--- src/rtl/rv64wb_arbiter_pkg.sv ---
// ============================================================================
// Module      : rv64wb_arbiter_pkg
// Description : Shared sizes and writeback requester IDs for rv64wb_arbiter.
// Revision    : 1.0 - initial release
// ============================================================================
`default_nettype none

package rv64wb_arbiter_pkg;

    localparam int XLEN          = 64;
    localparam int REG_ADDRWIDTH = 5;
    localparam int REG_NUM       = 32;

    typedef enum logic {
        WB_EXU = 1'b0,
        WB_LSU = 1'b1
    } wb_req_e;

    function automatic wb_req_e wb_other(input wb_req_e req);
        return (req == WB_EXU) ? WB_LSU : WB_EXU;
    endfunction

endpackage

`default_nettype wire

--- src/rtl/rv64wb_arbiter_if.sv ---
// ============================================================================
// Module      : rv64wb_arbiter_if
// Description : Writeback, issue, hazard-query and register-file write bundle.
// Revision    : 1.0 - initial release
// ============================================================================
`default_nettype none

interface rv64wb_arbiter_if
    import rv64wb_arbiter_pkg::*;
#(
    parameter int XLEN          = rv64wb_arbiter_pkg::XLEN,
    parameter int REG_ADDRWIDTH = rv64wb_arbiter_pkg::REG_ADDRWIDTH,
    parameter int REG_NUM       = rv64wb_arbiter_pkg::REG_NUM
) ();

    logic                       exu_wb_valid;
    logic                       exu_wb_ready;
    logic [REG_ADDRWIDTH-1:0]   exu_wb_idx;
    logic [XLEN-1:0]            exu_wb_data;

    logic                       lsu_wb_valid;
    logic                       lsu_wb_ready;
    logic [REG_ADDRWIDTH-1:0]   lsu_wb_idx;
    logic [XLEN-1:0]            lsu_wb_data;

    logic                       issue_valid;
    logic [REG_ADDRWIDTH-1:0]   issue_rd;
    logic                       issue_ready;

    logic [REG_ADDRWIDTH-1:0]   rs1_idx;
    logic [REG_ADDRWIDTH-1:0]   rs2_idx;
    logic                       rs1_busy;
    logic                       rs2_busy;

    logic [REG_ADDRWIDTH-1:0]   write_idx;
    logic [XLEN-1:0]            write_data;
    logic                       wen;
    logic [$clog2(REG_NUM):0]   pending_cnt;

    modport master (
        output exu_wb_valid, exu_wb_idx, exu_wb_data,
        input  exu_wb_ready,
        output lsu_wb_valid, lsu_wb_idx, lsu_wb_data,
        input  lsu_wb_ready,
        output issue_valid, issue_rd,
        input  issue_ready,
        output rs1_idx, rs2_idx,
        input  rs1_busy, rs2_busy,
        input  write_idx, write_data, wen, pending_cnt
    );

    modport slave (
        input  exu_wb_valid, exu_wb_idx, exu_wb_data,
        output exu_wb_ready,
        input  lsu_wb_valid, lsu_wb_idx, lsu_wb_data,
        output lsu_wb_ready,
        input  issue_valid, issue_rd,
        output issue_ready,
        input  rs1_idx, rs2_idx,
        output rs1_busy, rs2_busy,
        output write_idx, write_data, wen, pending_cnt
    );

endinterface

`default_nettype wire

--- src/rtl/rv64wb_arbiter_scoreboard.sv ---
// ============================================================================
// Module      : rv64scoreboard
// Description : Per-register busy vector with issue stall, hazard queries and
//               a count of registers awaiting writeback.
// Revision    : 1.0 - initial release
// ============================================================================
`default_nettype none

module rv64scoreboard
    import rv64wb_arbiter_pkg::*;
#(
    parameter int REG_ADDRWIDTH = rv64wb_arbiter_pkg::REG_ADDRWIDTH,
    parameter int REG_NUM       = rv64wb_arbiter_pkg::REG_NUM,
    localparam int CNT_W        = $clog2(REG_NUM) + 1
) (
    input  logic                     clk,
    input  logic                     rst,
    input  logic                     issue_valid,
    input  logic [REG_ADDRWIDTH-1:0] issue_rd,
    output logic                     issue_ready,
    input  logic                     clr_valid,
    input  logic [REG_ADDRWIDTH-1:0] clr_idx,
    input  logic [REG_ADDRWIDTH-1:0] rs1_idx,
    input  logic [REG_ADDRWIDTH-1:0] rs2_idx,
    output logic                     rs1_busy,
    output logic                     rs2_busy,
    output logic [CNT_W-1:0]         pending_cnt
);

    logic [REG_NUM-1:0] busy;
    logic               set_en;
    logic               clr_en;

    assign issue_ready = !issue_valid || (issue_rd == '0) || !busy[issue_rd];
    assign set_en      = issue_valid && issue_ready && (issue_rd != '0);
    // Only a genuinely busy bit decrements the count; CSR-style writes to idle registers do not.
    assign clr_en      = clr_valid && busy[clr_idx];

    assign rs1_busy = busy[rs1_idx];
    assign rs2_busy = busy[rs2_idx];

    always_ff @(posedge clk) begin
        if (rst) begin
            busy        <= '0;
            pending_cnt <= '0;
        end else begin
            if (clr_en) begin
                busy[clr_idx] <= 1'b0;
            end
            if (set_en) begin
                busy[issue_rd] <= 1'b1;
            end
            busy[0] <= 1'b0;
            case ({set_en, clr_en})
                2'b10:   pending_cnt <= pending_cnt + CNT_W'(1);
                2'b01:   pending_cnt <= pending_cnt - CNT_W'(1);
                default: pending_cnt <= pending_cnt;
            endcase
        end
    end

endmodule

`default_nettype wire

--- src/rtl/rv64wb_arbiter.sv ---
// ============================================================================
// Module      : rv64wb_arbiter
// Description : Round-robin EXU/LSU writeback arbiter with a registered
//               register-file write stage and a busy scoreboard.
// Revision    : 1.0 - initial release
// ============================================================================
`default_nettype none

module rv64wb_arbiter
    import rv64wb_arbiter_pkg::*;
#(
    parameter int XLEN          = rv64wb_arbiter_pkg::XLEN,
    parameter int REG_ADDRWIDTH = rv64wb_arbiter_pkg::REG_ADDRWIDTH,
    parameter int REG_NUM       = rv64wb_arbiter_pkg::REG_NUM
) (
    input  logic              clk,
    input  logic              rst,
    rv64wb_arbiter_if.slave   bus
);

    wb_req_e                  rr_ptr;
    wb_req_e                  grant;
    logic                     fire;
    logic [REG_ADDRWIDTH-1:0] sel_idx;
    logic [XLEN-1:0]          sel_data;

    // Idle and contended cycles both follow the pointer, so ready never waits on valid.
    always_comb begin
        grant = rr_ptr;
        if (bus.exu_wb_valid && !bus.lsu_wb_valid) begin
            grant = WB_EXU;
        end else if (!bus.exu_wb_valid && bus.lsu_wb_valid) begin
            grant = WB_LSU;
        end
    end

    assign bus.exu_wb_ready = (grant == WB_EXU);
    assign bus.lsu_wb_ready = (grant == WB_LSU);

    always_comb begin
        fire     = 1'b0;
        sel_idx  = bus.exu_wb_idx;
        sel_data = bus.exu_wb_data;
        if (grant == WB_EXU) begin
            fire = bus.exu_wb_valid;
        end else begin
            fire     = bus.lsu_wb_valid;
            sel_idx  = bus.lsu_wb_idx;
            sel_data = bus.lsu_wb_data;
        end
    end

    always_ff @(posedge clk) begin
        if (rst) begin
            rr_ptr         <= WB_EXU;
            bus.wen        <= 1'b0;
            bus.write_idx  <= '0;
            bus.write_data <= '0;
        end else if (fire) begin
            rr_ptr         <= wb_other(grant);
            bus.wen        <= (sel_idx != '0);
            bus.write_idx  <= sel_idx;
            bus.write_data <= sel_data;
        end else begin
            bus.wen        <= 1'b0;
        end
    end

    rv64scoreboard #(
        .REG_ADDRWIDTH (REG_ADDRWIDTH),
        .REG_NUM       (REG_NUM)
    ) u_scoreboard (
        .clk         (clk),
        .rst         (rst),
        .issue_valid (bus.issue_valid),
        .issue_rd    (bus.issue_rd),
        .issue_ready (bus.issue_ready),
        .clr_valid   (bus.wen),
        .clr_idx     (bus.write_idx),
        .rs1_idx     (bus.rs1_idx),
        .rs2_idx     (bus.rs2_idx),
        .rs1_busy    (bus.rs1_busy),
        .rs2_busy    (bus.rs2_busy),
        .pending_cnt (bus.pending_cnt)
    );

endmodule

`default_nettype wire

--- src/flat_wrapper.sv ---
// flat-port wrapper written by rule: the top's interface ports become plain ports
module rv64wb_arbiter_flat import rv64wb_arbiter_pkg::*;
#(
    parameter int XLEN          = rv64wb_arbiter_pkg::XLEN,
    parameter int REG_ADDRWIDTH = rv64wb_arbiter_pkg::REG_ADDRWIDTH,
    parameter int REG_NUM       = rv64wb_arbiter_pkg::REG_NUM
)
  (clk, rst, bus_exu_wb_valid, bus_exu_wb_idx, bus_exu_wb_data, bus_exu_wb_ready, bus_lsu_wb_valid, bus_lsu_wb_idx, bus_lsu_wb_data, bus_lsu_wb_ready, bus_issue_valid, bus_issue_rd, bus_issue_ready, bus_rs1_idx, bus_rs2_idx, bus_rs1_busy, bus_rs2_busy, bus_write_idx, bus_write_data, bus_wen, bus_pending_cnt);
  rv64wb_arbiter_if #(.XLEN(XLEN), .REG_ADDRWIDTH(REG_ADDRWIDTH), .REG_NUM(REG_NUM)) bus_i ();
  input  logic clk;
  input  logic rst;
  input wire logic [$bits(bus_i.exu_wb_valid)-1:0] bus_exu_wb_valid;
  input wire logic [$bits(bus_i.exu_wb_idx)-1:0] bus_exu_wb_idx;
  input wire logic [$bits(bus_i.exu_wb_data)-1:0] bus_exu_wb_data;
  output wire logic [$bits(bus_i.exu_wb_ready)-1:0] bus_exu_wb_ready;
  input wire logic [$bits(bus_i.lsu_wb_valid)-1:0] bus_lsu_wb_valid;
  input wire logic [$bits(bus_i.lsu_wb_idx)-1:0] bus_lsu_wb_idx;
  input wire logic [$bits(bus_i.lsu_wb_data)-1:0] bus_lsu_wb_data;
  output wire logic [$bits(bus_i.lsu_wb_ready)-1:0] bus_lsu_wb_ready;
  input wire logic [$bits(bus_i.issue_valid)-1:0] bus_issue_valid;
  input wire logic [$bits(bus_i.issue_rd)-1:0] bus_issue_rd;
  output wire logic [$bits(bus_i.issue_ready)-1:0] bus_issue_ready;
  input wire logic [$bits(bus_i.rs1_idx)-1:0] bus_rs1_idx;
  input wire logic [$bits(bus_i.rs2_idx)-1:0] bus_rs2_idx;
  output wire logic [$bits(bus_i.rs1_busy)-1:0] bus_rs1_busy;
  output wire logic [$bits(bus_i.rs2_busy)-1:0] bus_rs2_busy;
  output wire logic [$bits(bus_i.write_idx)-1:0] bus_write_idx;
  output wire logic [$bits(bus_i.write_data)-1:0] bus_write_data;
  output wire logic [$bits(bus_i.wen)-1:0] bus_wen;
  output wire logic [$bits(bus_i.pending_cnt)-1:0] bus_pending_cnt;
  assign bus_i.exu_wb_valid = bus_exu_wb_valid;
  assign bus_i.exu_wb_idx = bus_exu_wb_idx;
  assign bus_i.exu_wb_data = bus_exu_wb_data;
  assign bus_exu_wb_ready = bus_i.exu_wb_ready;
  assign bus_i.lsu_wb_valid = bus_lsu_wb_valid;
  assign bus_i.lsu_wb_idx = bus_lsu_wb_idx;
  assign bus_i.lsu_wb_data = bus_lsu_wb_data;
  assign bus_lsu_wb_ready = bus_i.lsu_wb_ready;
  assign bus_i.issue_valid = bus_issue_valid;
  assign bus_i.issue_rd = bus_issue_rd;
  assign bus_issue_ready = bus_i.issue_ready;
  assign bus_i.rs1_idx = bus_rs1_idx;
  assign bus_i.rs2_idx = bus_rs2_idx;
  assign bus_rs1_busy = bus_i.rs1_busy;
  assign bus_rs2_busy = bus_i.rs2_busy;
  assign bus_write_idx = bus_i.write_idx;
  assign bus_write_data = bus_i.write_data;
  assign bus_wen = bus_i.wen;
  assign bus_pending_cnt = bus_i.pending_cnt;
  rv64wb_arbiter #(.XLEN(XLEN), .REG_ADDRWIDTH(REG_ADDRWIDTH), .REG_NUM(REG_NUM)) u_core (.clk(clk), .rst(rst), .bus(bus_i));
endmodule
--- config.mk ---
export PLATFORM = sky130hd
export DESIGN_NAME = rv64wb_arbiter_flat
export DESIGN_NICKNAME = d
export VERILOG_FILES = /design/src/rtl/rv64wb_arbiter_pkg.sv /design/src/rtl/rv64wb_arbiter_if.sv /design/src/rtl/rv64wb_arbiter_scoreboard.sv /design/src/rtl/rv64wb_arbiter.sv /design/src/flat_wrapper.sv
export SDC_FILE = /design/constraint.sdc
export NUM_CORES = 1
export LEC_CHECK = 0
export ABC_AREA = 0
export CORE_MARGIN = 2
export CORE_UTILIZATION = 58
export DETAILED_ROUTE_END_ITERATION = 8
export DONT_BUFFER_PORTS = 1
export PLACE_DENSITY_LB_ADDON = 0.1
export REMOVE_ABC_BUFFERS = 1
export SLEW_MARGIN = 0
export SYNTH_ARGS = -nofsm -noshare
export SYNTH_HDL_FRONTEND = slang
export SYNTH_SLANG_ARGS = --single-unit
export TNS_END_PERCENT = 100
--- constraint.sdc ---
create_clock -name clk -period 3.67 [get_ports clk]
set_input_delay 0.367 -clock clk [delete_from_list [all_inputs] [get_ports clk]]
set_output_delay 0.367 -clock clk [all_outputs]
set_load 0.005 [all_outputs]
==> results.cfg, run 1 <==
[worst_setup_path]
critPathLaunch = u_core.u_scoreboard.busy[1]
startpoint_type = flip-flop
cp.required_ns = 3.98
r2r-end = u_core.u_scoreboard.pending_cnt[4]
endpoint_kind = flip-flop
critPathMaxFanout = 8
r2r_start = u_core.u_scoreboard.busy[1]
worstPathArrival_ns = 3.83
r2r_slack_ns = 0.16
crit_type = flip-flop to flip-flop
r2r_cells = 15
critPathCapture = u_core.u_scoreboard.pending_cnt[4]

[timing]
slew_headroom = 0.551
whs_ns = 0.0454
setup_ws_ns = 0.155
fin_tns_setup_ns = 0
max_freq_ghz = 0.285
min_period_ns = 3.51
period_share = 0.958
finalHoldViolCount = 0
worst_pin_slew_ns = 0.674
skew_ns = 0.00790
slew_violations = 0
rsz0062_at_grt = false
setup_viol = 0

[outcome]
status = completed

[clock_network]
path_clk_slew_ns = 0.10
hold_buffers = 0
clkLatencyLatePin_ns = 0.37
cts_tree = built
cts_htree_levels = 3
cts_sinks = 108
cts_setup_buffers = 0
cts_buffers = 9
clockBufferDepth = 2
post_cts_resize_count = 0
root_buffer = clkbuf_8

[grt]
grt_use_total = 0.297
grt_pass1_wl_um = 25800
antenna_found_initial = 0
overflow = 0
grt_max_degree = 71
grt_pass1_vias = 4703

[routing]
firstDrtPassIters = 5
drc = 0
wl_um = 16400
wl_per_cell_um = 21.9
first_iter_violations = 398
dr_total_vias = 4927
postRouteAntennaNets = 0
viasPerCell = 6.60

[place]
port_buffers = 0
dpl.cell_count = 732
dp_hpwl_um = 12600
pre_cts_slack_ns = 0.0312
routabilityCongestion = 0.939
placed_area_mm2 = 0.00602

[synth]
synth_top_cell_area_share = 0.369
yosys_warnings = 0
synth_top_cell_by_area = dfxtp_1
synth_area_leaders = dfxtp_1, mux2i_1, mux4_2
synth_area_mm2 = 0.00585
async_flop_share = 0
yosysSeqAreaShare = 0.369
ys_types = 56
syn_inst = 619
yosys_register_bits = 108
synth_ff_type = dfxtp_1
syn-mean-instance-area_um2 = 9.46
synth-edff-count = 0

[floorplanning]
fp.coreArea_mm2 = 0.00977
rows = 36
die-area_mm2 = 0.0109
io_pins = 239
floorplan.initialDensity = 0.599
dieHeight_um = 104
die_w_um = 104

[finish]
fin_nets = 771
fin_cells = 747
final_cell_area_mm2 = 0.00621
layout_common_cells = dfxtp_1, nand2_1, o21ai_0
layout_commonest_cell = dfxtp_1
final_layout_size_suffix_gt1_frac = 0.158
area_delta_synth_final_pct = 6.13
antenna-diode-count = 0

[power]
vdd_drop_max_uv = 224
power_density_mw_per_mm2 = 371
leakage_uw = 0.00228

[worst_hold_path]
hp-class = input pin to flip-flop
hold_depth = 1

[job]
drv_cap = 0
-- layout make-up --
type | instances | area (µm²)
fill | 824 | 3560
multi-input combinational | 458 | 3490
sequential | 108 | 2170
timing repair buffer | 27 | 206
tap | 133 | 166
clock buffer | 10 | 128
clock inverter | 5 | 38.8
inverter | 6 | 22.5
-- sequential cells by signal, summed over array words and instances (netlist names) --
signal,cells
u_core.rr_ptr,1
u_core.bus.write_data,64
u_core.u_scoreboard.pending_cnt,6
u_core.u_scoreboard.busy,31
u_core.bus.write_idx,5
u_core.bus.wen,1
-- critical path, cell delays in order (launching register included) --
cell      delay, ns
dfxtp_1        0.37
mux2_2         0.27
a221oi_1       0.31
nor3_1         0.10
a211oi_2       0.29
a21oi_1        0.13
nand2b_1       0.19
ha_1           0.25
buf_4          0.19
xor2_1         0.15
ha_1           0.20
a21o_1         0.19
o32a_1         0.29
o21a_1         0.11
or3_1          0.30
a21oi_1        0.13
-- per-stage QoR --
step | utilization | total power, µW
after floorplan | - | 1580
after global placement | 0.616 | 1660
after detailed placement | 0.616 | 1670
after CTS | 0.633 | 2310
after global routing | 0.636 | 2410
final | 0.636 | 2310
-- worst min-delay path by stage --
stage / startpoint / endpoint
final: rst / u_core.u_scoreboard.pending_cnt[2]
after global routing: rst / u_core.u_scoreboard.pending_cnt[0]
after CTS: rst / u_core.u_scoreboard.pending_cnt[2]
after detailed placement: rst / u_core.u_scoreboard.pending_cnt[2]
after global placement: rst / u_core.u_scoreboard.pending_cnt[2]
after floorplan: rst / u_core.u_scoreboard.pending_cnt[2]
-- cell usage after synthesis (3+ instances only) --
cell	count
a21o_1	3
a21oi_1	8
a22oi_1	4
a32oi_1	4
buf_2	15
buf_6	4
clkbuf_1	26
dfxtp_1	108
ha_1	3
inv_1	6
mux2_2	11
mux2i_1	77
mux4_2	26
nand2_1	97
nand2b_1	7
nand3_1	9
nand3b_1	3
nand4_1	3
nor2_1	14
nor2b_1	8
nor3_1	8
o211ai_1	13
o21a_1	4
o21ai_0	97
o22ai_1	4
o311ai_1	11
o31ai_4	3
or3_1	4
-- where the power goes --
part	internal, µW	switching, µW
Clock	247	416
Combinational	148	171
Sequential	1250	79.4
-- kinds of logic (layout without fill, tap and decap cells) --
kind of cell    after synthesis  count (layout)  synth area share
flops                       108             108             0.369
compound gates              167             167             0.182
mux                         115             115             0.255
simple gates                168             168             0.137
buf+inv                      53              48            0.0423
fa+ha+maj                     4               4           0.00812
xor+xnor                      4               4           0.00599
-- per-layer routing --
layer,vias to the layer above,share of wire,track usage,wire [µm]
met5,-,0,0,0
met4,0,0.031,0.129,516
met3,45,0.093,0.0583,1520
met2,297,0.50,0.494,8130
met1,2319,0.38,0.374,6230
li1,2266,-,-,-
(Power assumes the default switching activity.)
==> run 2: changes to the inputs <==
Settings changed: REMOVE_ABC_BUFFERS 1 to not set.
==> run 2 against run 1 <==
Setup slack improved by 0.027 ns. Design area rose by 0.83%. Critical endpoint is now u_core.u_scoreboard.pending_cnt[5]. Via count rose by 0.24%. Maximum frequency rose by 0.78%. Sequential cell count is the same. Clock power grew 15%.
==> results.cfg, run 2 (synthesis gave the netlist of run 1 again) <==
[grt]
grt_use_total = 0.298
grt_max_degree = 74
grt_pass1_wl_um = 25400
antenna_found_initial = 0
grt_pass1_vias = 4661
overflow = 0

[finish]
top_register = u_core.bus.write_data
final_layout_size_suffix_gt1_frac = 0.155
final_util = 0.641
area_delta_synth_final_pct = 7.01
antenna-diode-count = 0
largest_register_ffs = 64
largest_registers = u_core.bus.write_data x64, u_core.u_scoreboard.busy x31, u_core.u_scoreboard.pending_cnt x6
layout_common_cells = dfxtp_1, nand2_1, o21ai_0
layout_commonest_cell = dfxtp_1
fin_nets = 774

[place]
dp_hpwl_um = 12800
routabilityCongestion = 0.944
port_buffers = 0
pre_cts_slack_ns = 0.0572

[timing]
fin_tns_setup_ns = 0
worst_pin_slew_ns = 1.18
slew_headroom = 0.216
slew_violations = 0
whs_ns = 0.0517
setup_ws_ns = 0.183
period_share = 0.950
min_period_ns = 3.49
max_freq_ghz = 0.287
setup_viol = 0
skew_ns = 0.0118
finalHoldViolCount = 0

[power]
total_power_uw = 2410
power_density_mw_per_mm2 = 385
leakage_uw = 0.00233
vdd_drop_max_uv = 293

[routing]
dr_total_vias = 4939
first_iter_violations = 288
firstDrtPassIters = 6
wl_per_cell_um = 22.0
wl_um = 16500
drc = 0
postRouteAntennaNets = 0
viasPerCell = 6.58

[clock_network]
cts_buffers = 9
cts_tree = built
root_buffer = clkbuf_8
cts_htree_levels = 3
hold_buffers = 0
clkLatencyLatePin_ns = 0.37
clockBufferDepth = 2
cts_sinks = 108
path_clk_slew_ns = 0.10

[job]
drv_cap = 0

[floorplanning]
fp.coreArea_mm2 = 0.00977
floorplan.initialDensity = 0.599
dieHeight_um = 104
die-area_mm2 = 0.0109
rows = 36
die_w_um = 104
io_pins = 239

[worst_setup_path]
cp.required_ns = 3.93
max_stage_delay_ns = 0.56
endpoint_kind = flip-flop
path_cells = mux4_2 -> a22oi_4 -> o31ai_4 -> nor3_4 -> nor2b_1 -> ha_1 -> a21o_1 -> a22o_1 -> or4b_1 -> a31oi_1 -> mux2_1
startpoint_type = flip-flop
critPathMaxFanout = 4
crit_type = flip-flop to flip-flop
worstPathArrival_ns = 3.75
cp_slowest_cell = mux4_2

[outcome]
status = completed

[worst_hold_path]
hp-class = input pin to flip-flop

[synth]
synth_nets = 780
-- run 2: cell count changes in the layout (fill, tap and decap cells not counted), moves of 2 or more --
cell        previous run  this run
buf_4                 26        30
clkbuf_8               9        12
clkinvlp_4             3         0
dfxtp_1              105       107
dfxtp_2                3         1
-- run 2: final timing paths --
path | cells after the start | startpoint | to | slack, ns
setup / recovery | 11 | u_core.bus.write_idx[0] | u_core.u_scoreboard.pending_cnt[5] | 0.18
hold / removal | 1 | rst | u_core.u_scoreboard.pending_cnt[2] | 0.05
setup reg to reg | 11 | u_core.bus.write_idx[0] | u_core.u_scoreboard.pending_cnt[5] | 0.18
hold reg to reg | 2 | u_core.bus.write_data[18] | u_core.bus.write_data[18] | 0.49
-- run 2: critical path: cells and delay by family (launching register included) --
family          cells  cell delay (ns)
compound gates      5             0.97
fa+ha+maj           1             0.25
flops               1             0.44
mux                 2             0.90
simple gates        3             0.83
-- run 2: power by group --
| group | total (µW) | switching [µW] | internal [µW] |
|---|---|---|---|
| Combinational | 326 | 175 | 150 |
| Clock | 766 | 391 | 375 |
| Sequential | 1320 | 77.8 | 1250 |
-- run 2: final cells by class --
type / instances / area, µm²
Clock buffer: 14 / 173
Clock inverter: 2 / 38.8
Fill cell: 844 / 3510
Inverter: 6 / 22.5
Multi-Input combinational cell: 458 / 3480
Sequential cell: 108 / 2160
Tap cell: 133 / 166
Timing Repair Buffer: 30 / 225
-- run 2: routing by layer --
layer  routed length [µm]  track usage  vias up
li1                     -            -     2271
met1                 6290        0.361     2340
met2                 8210        0.496      276
met3                 1410       0.0702       52
met4                  612        0.149        0
met5                    0            0        -
-- run 2: metrics by stage --
step / instance area, µm² / std cells
global placement: 6030 / 733
floorplan: 5850 / 619
detailed placement: 6030 / 733
global route: 6260 / 751
finish: 6260 / 751
CTS: 6240 / 749
-- run 2: repair_timing --
| action | 4_1_cts | 5_1_grt |
|---|---|---|
| endpoints found under the setup margin | 0 | 1 |
| endpoints found under the hold margin | 0 | 0 |
| resized for setup | 0 | 3 |
| buffers inserted | 0 | 2 |
